### src/rtl/sudoku_pkg.sv
// Shared types and constants for the sudoku checker.
//   cell_t      : one 4-bit cell value (0 = empty, 1..9 = digit, 10..15 = illegal)
//   grid_t      : full 9x9 grid of cells, [row][col]
//   chk_state_t : checker FSM states
package sudoku_pkg;

  localparam int unsigned GRID_N      = 9;
  localparam int unsigned BOX_N       = 3;
  localparam int unsigned NUM_GROUPS  = 27;
  localparam int unsigned SCAN_CYCLES = 243;

  typedef logic [3:0] cell_t;
  typedef cell_t grid_t [8:0][8:0];

  typedef enum logic [1:0] {
    IDLE,
    SCAN,
    DONE
  } chk_state_t;

endpackage

### src/rtl/sudoku_group_index.sv
// Combinational map from a scan position to a grid coordinate.
//   grp_i : group number, 0..8 rows, 9..17 columns, 18..26 boxes
//   idx_i : cell position inside the group, 0..8
//   row_o : grid row of the addressed cell
//   col_o : grid column of the addressed cell
module sudoku_group_index #(
  parameter int unsigned BOX_N = 3
) (
  input  logic [4:0] grp_i,
  input  logic [3:0] idx_i,
  output logic [3:0] row_o,
  output logic [3:0] col_o
);
  import sudoku_pkg::*;

  logic [4:0] box;

  always_comb begin
    box   = '0;
    row_o = '0;
    col_o = '0;
    if (grp_i < 5'(GRID_N)) begin
      row_o = grp_i[3:0];
      col_o = idx_i;
    end else if (grp_i < 5'(2 * GRID_N)) begin
      row_o = idx_i;
      col_o = 4'(grp_i - 5'(GRID_N));
    end else begin
      // Boxes are numbered row-major; cells inside a box are also row-major.
      box   = grp_i - 5'(2 * GRID_N);
      row_o = 4'((box / BOX_N) * BOX_N + idx_i / BOX_N);
      col_o = 4'((box % BOX_N) * BOX_N + idx_i % BOX_N);
    end
  end

endmodule

### config.mk
export PLATFORM = sky130hd
export DESIGN_NAME = sudoku_group_index
export DESIGN_NICKNAME = d
export VERILOG_FILES = /design/src/rtl/sudoku_pkg.sv /design/src/rtl/sudoku_group_index.sv
export SDC_FILE = /design/constraint.sdc
export NUM_CORES = 1
export LEC_CHECK = 0
export CORE_MARGIN = 2
export CORE_UTILIZATION = 40
export DETAILED_ROUTE_END_ITERATION = 10
export SLEW_MARGIN = 20
export SYNTH_ARGS = -nofsm -noshare
export SYNTH_HDL_FRONTEND = slang
export SYNTH_SLANG_ARGS = --single-unit
### constraint.sdc
create_clock -name vclk -period 28.1
set_input_delay 8.43 -clock vclk [all_inputs]
set_output_delay 8.43 -clock vclk [all_outputs]
set_load 0.02 [all_outputs]
==> impl_metrics.json <==
{
  "layout_worst_path_cycle_share_pct": 86.7,
  "grt-ovfl-total": 0,
  "top_layer_used": "met4",
  "hold_viol_final": 0,
  "drt_first_pass_iters": 4,
  "avgSynthCellArea_um2": 7.49,
  "final_nets": 226,
  "synth.distinct_cells": 49,
  "seq_cell_count": 0,
  "setup_violations": 0,
  "worstPathMaxFanout": 14,
  "antenna_found_initial": 0,
  "synth_fp_nets": 216,
  "fp-row-count": 21,
  "vias": 1288,
  "final_max_slew_viol_count": 0,
  "core_region_area_um2": 3310,
  "antenna_left": 0,
  "status": "completed",
  "post-route-drc-count": 0,
  "hp-class": "in2out",
  "p_total_uw": 84.9,
  "initial_utilization_pct": 41.2,
  "die_area_um2": 3890,
  "track_usage_pct": 16.7,
  "routed_wl_um": 3150,
  "tns_ps": 0,
  "powerDensity_nw_per_um2": 55.2,
  "crit_arrival_ps": 15920,
  "dieWidth_um": 62.4,
  "wl_met3_um": 161,
  "maxCapViolations": 0,
  "port-buffer-count": 17,
  "slew_headroom_pct": 43.1,
  "ir_drop_v": 0.0000525,
  "grt_max_degree": 15,
  "drtIter0Drc": 95,
  "mostFrequentLayoutCells": "inv_1, ha_1, clkdlybuf4s50_1",
  "p_leak_nw": 0.638,
  "crit_path_end_kind": "output pin",
  "required_ps": 19670,
  "grt_pass1_vias": 1236,
  "ys_warn_count": 0,
  "cp-start-kind": "input port",
  "synth_seq_area_share_pct": 0,
  "fillers": 346,
  "viasPerCell": 5.46,
  "netlist_instances": 182,
  "antenna_cells": 0,
  "grt_setup_unrepaired": "no",
  "syn_area_um2": 1360,
  "wl_per_cell_um": 13.3,
  "cts_hold_buf": 0,
  "gp_congestion": 0.805,
  "post_cts_resized": 0,
  "path_class": "in2out",
  "postCtsSetupBuffers": 0,
  "ioPinCount": 17,
  "areaGrowthSynthToFinish_pct": 12.9,
  "max_clock_freq_ghz": 0.0411,
  "die_h_um": 62.4,
  "grt_pass1_wl_um": 5520,
  "worst_slew_pin_slew_ps": 853,
  "post-dp-hpwl_um": 2670,
  "m1WireLength_um": 1570,
  "ff_latch_area_um2": 0,
  "drive_above_1_share_pct": 5.79,
  "n_clock_buffer": 0,
  "wl_met2_um": 1380,
  "layout_min_cycle_time_ps": 24350
}
-- critical path, cell delays in order --
cell and delay (ps):
clkdlybuf4s50_1 850, inv_1 200, ha_1 320, xnor2_1 350
inv_1 150, ha_1 270, inv_1 140, nor2_1 90
a2111o_1 450, a211oi_1 340, nand3_1 210, inv_2 150
xnor2_1 100, ha_1 230, a311o_1 320, nor3_2 300
mux2i_1 340, inv_1 110, fa_1 490, ha_1 220
fa_1 370, xor2_1 180, xnor2_1 220, xnor2_1 120
a211o_1 300, nand3_2 60, clkdlybuf4s50_1 600
-- power breakdown --
group | switching (mW) | internal (mW)
clock | 0 | 0
combinational | 0.0459 | 0.0390
sequential | 0 | 0
total | 0.0459 | 0.0390
-- final timing paths --
kind	endpoint	cells after the start	slack (ps)	from
setup / recovery	col_o[3]	27	3750	grp_i[1]
hold / removal	col_o[2]	4	18110	idx_i[2]
-- per-stage QoR --
step	hold WS, ps	instance area (µm²)	util [%]	setup slack [ps]	std cells
4_1_cts	18120	1540	46.4	3720	236
3_5_place_dp	18120	1540	46.4	3760	236
5_1_grt	18170	1540	46.4	3200	236
3_3_place_gp	18100	1540	46.4	4020	236
6_report	18110	1540	46.4	3750	236
2_1_floorplan	17050	1360	-	5690	182
-- kinds of logic after synthesis --
group,count (synthesis),synth area share (%)
AO/OA/AOI/OAI,52,26.5
XOR/XNOR,14,9.00
adder cells (fa/ha/maj),25,26.3
buffers and inverters,29,9.37
multiplexers,11,8.26
AND/OR/NAND/NOR,51,20.6
-- area by class of cell --
class / instances / area [µm²] / share of cell area [%]
timing repair buffer: 17 / 170 / 11.1
tap: 46 / 57.6 / 3.74
multi-input combinational: 153 / 1230 / 80.3
inverter: 20 / 75.1 / 4.88
-- Yosys cell counts, types with 3 or more instances --
cell | n | area (µm²)
a21oi_1 | 13 | 65.1
nand2b_1 | 4 | 25.0
nor2b_1 | 4 | 25.0
nand2_1 | 14 | 52.6
o21ai_0 | 13 | 65.1
buf_2 | 3 | 15.0
clkbuf_1 | 4 | 15.0
inv_1 | 19 | 71.3
nor2_1 | 13 | 48.8
mux2i_1 | 9 | 90.1
ha_1 | 19 | 238
xnor2_1 | 12 | 105
fa_1 | 6 | 120
-- per-layer routing --
metal	up-vias	GRT usage (%)
li1	670	-
met2	37	27.0
met1	577	24.7
met5	-	0
met3	4	1.45
met4	0	1.94
Note: power is estimated with default switching activity, not from simulation.
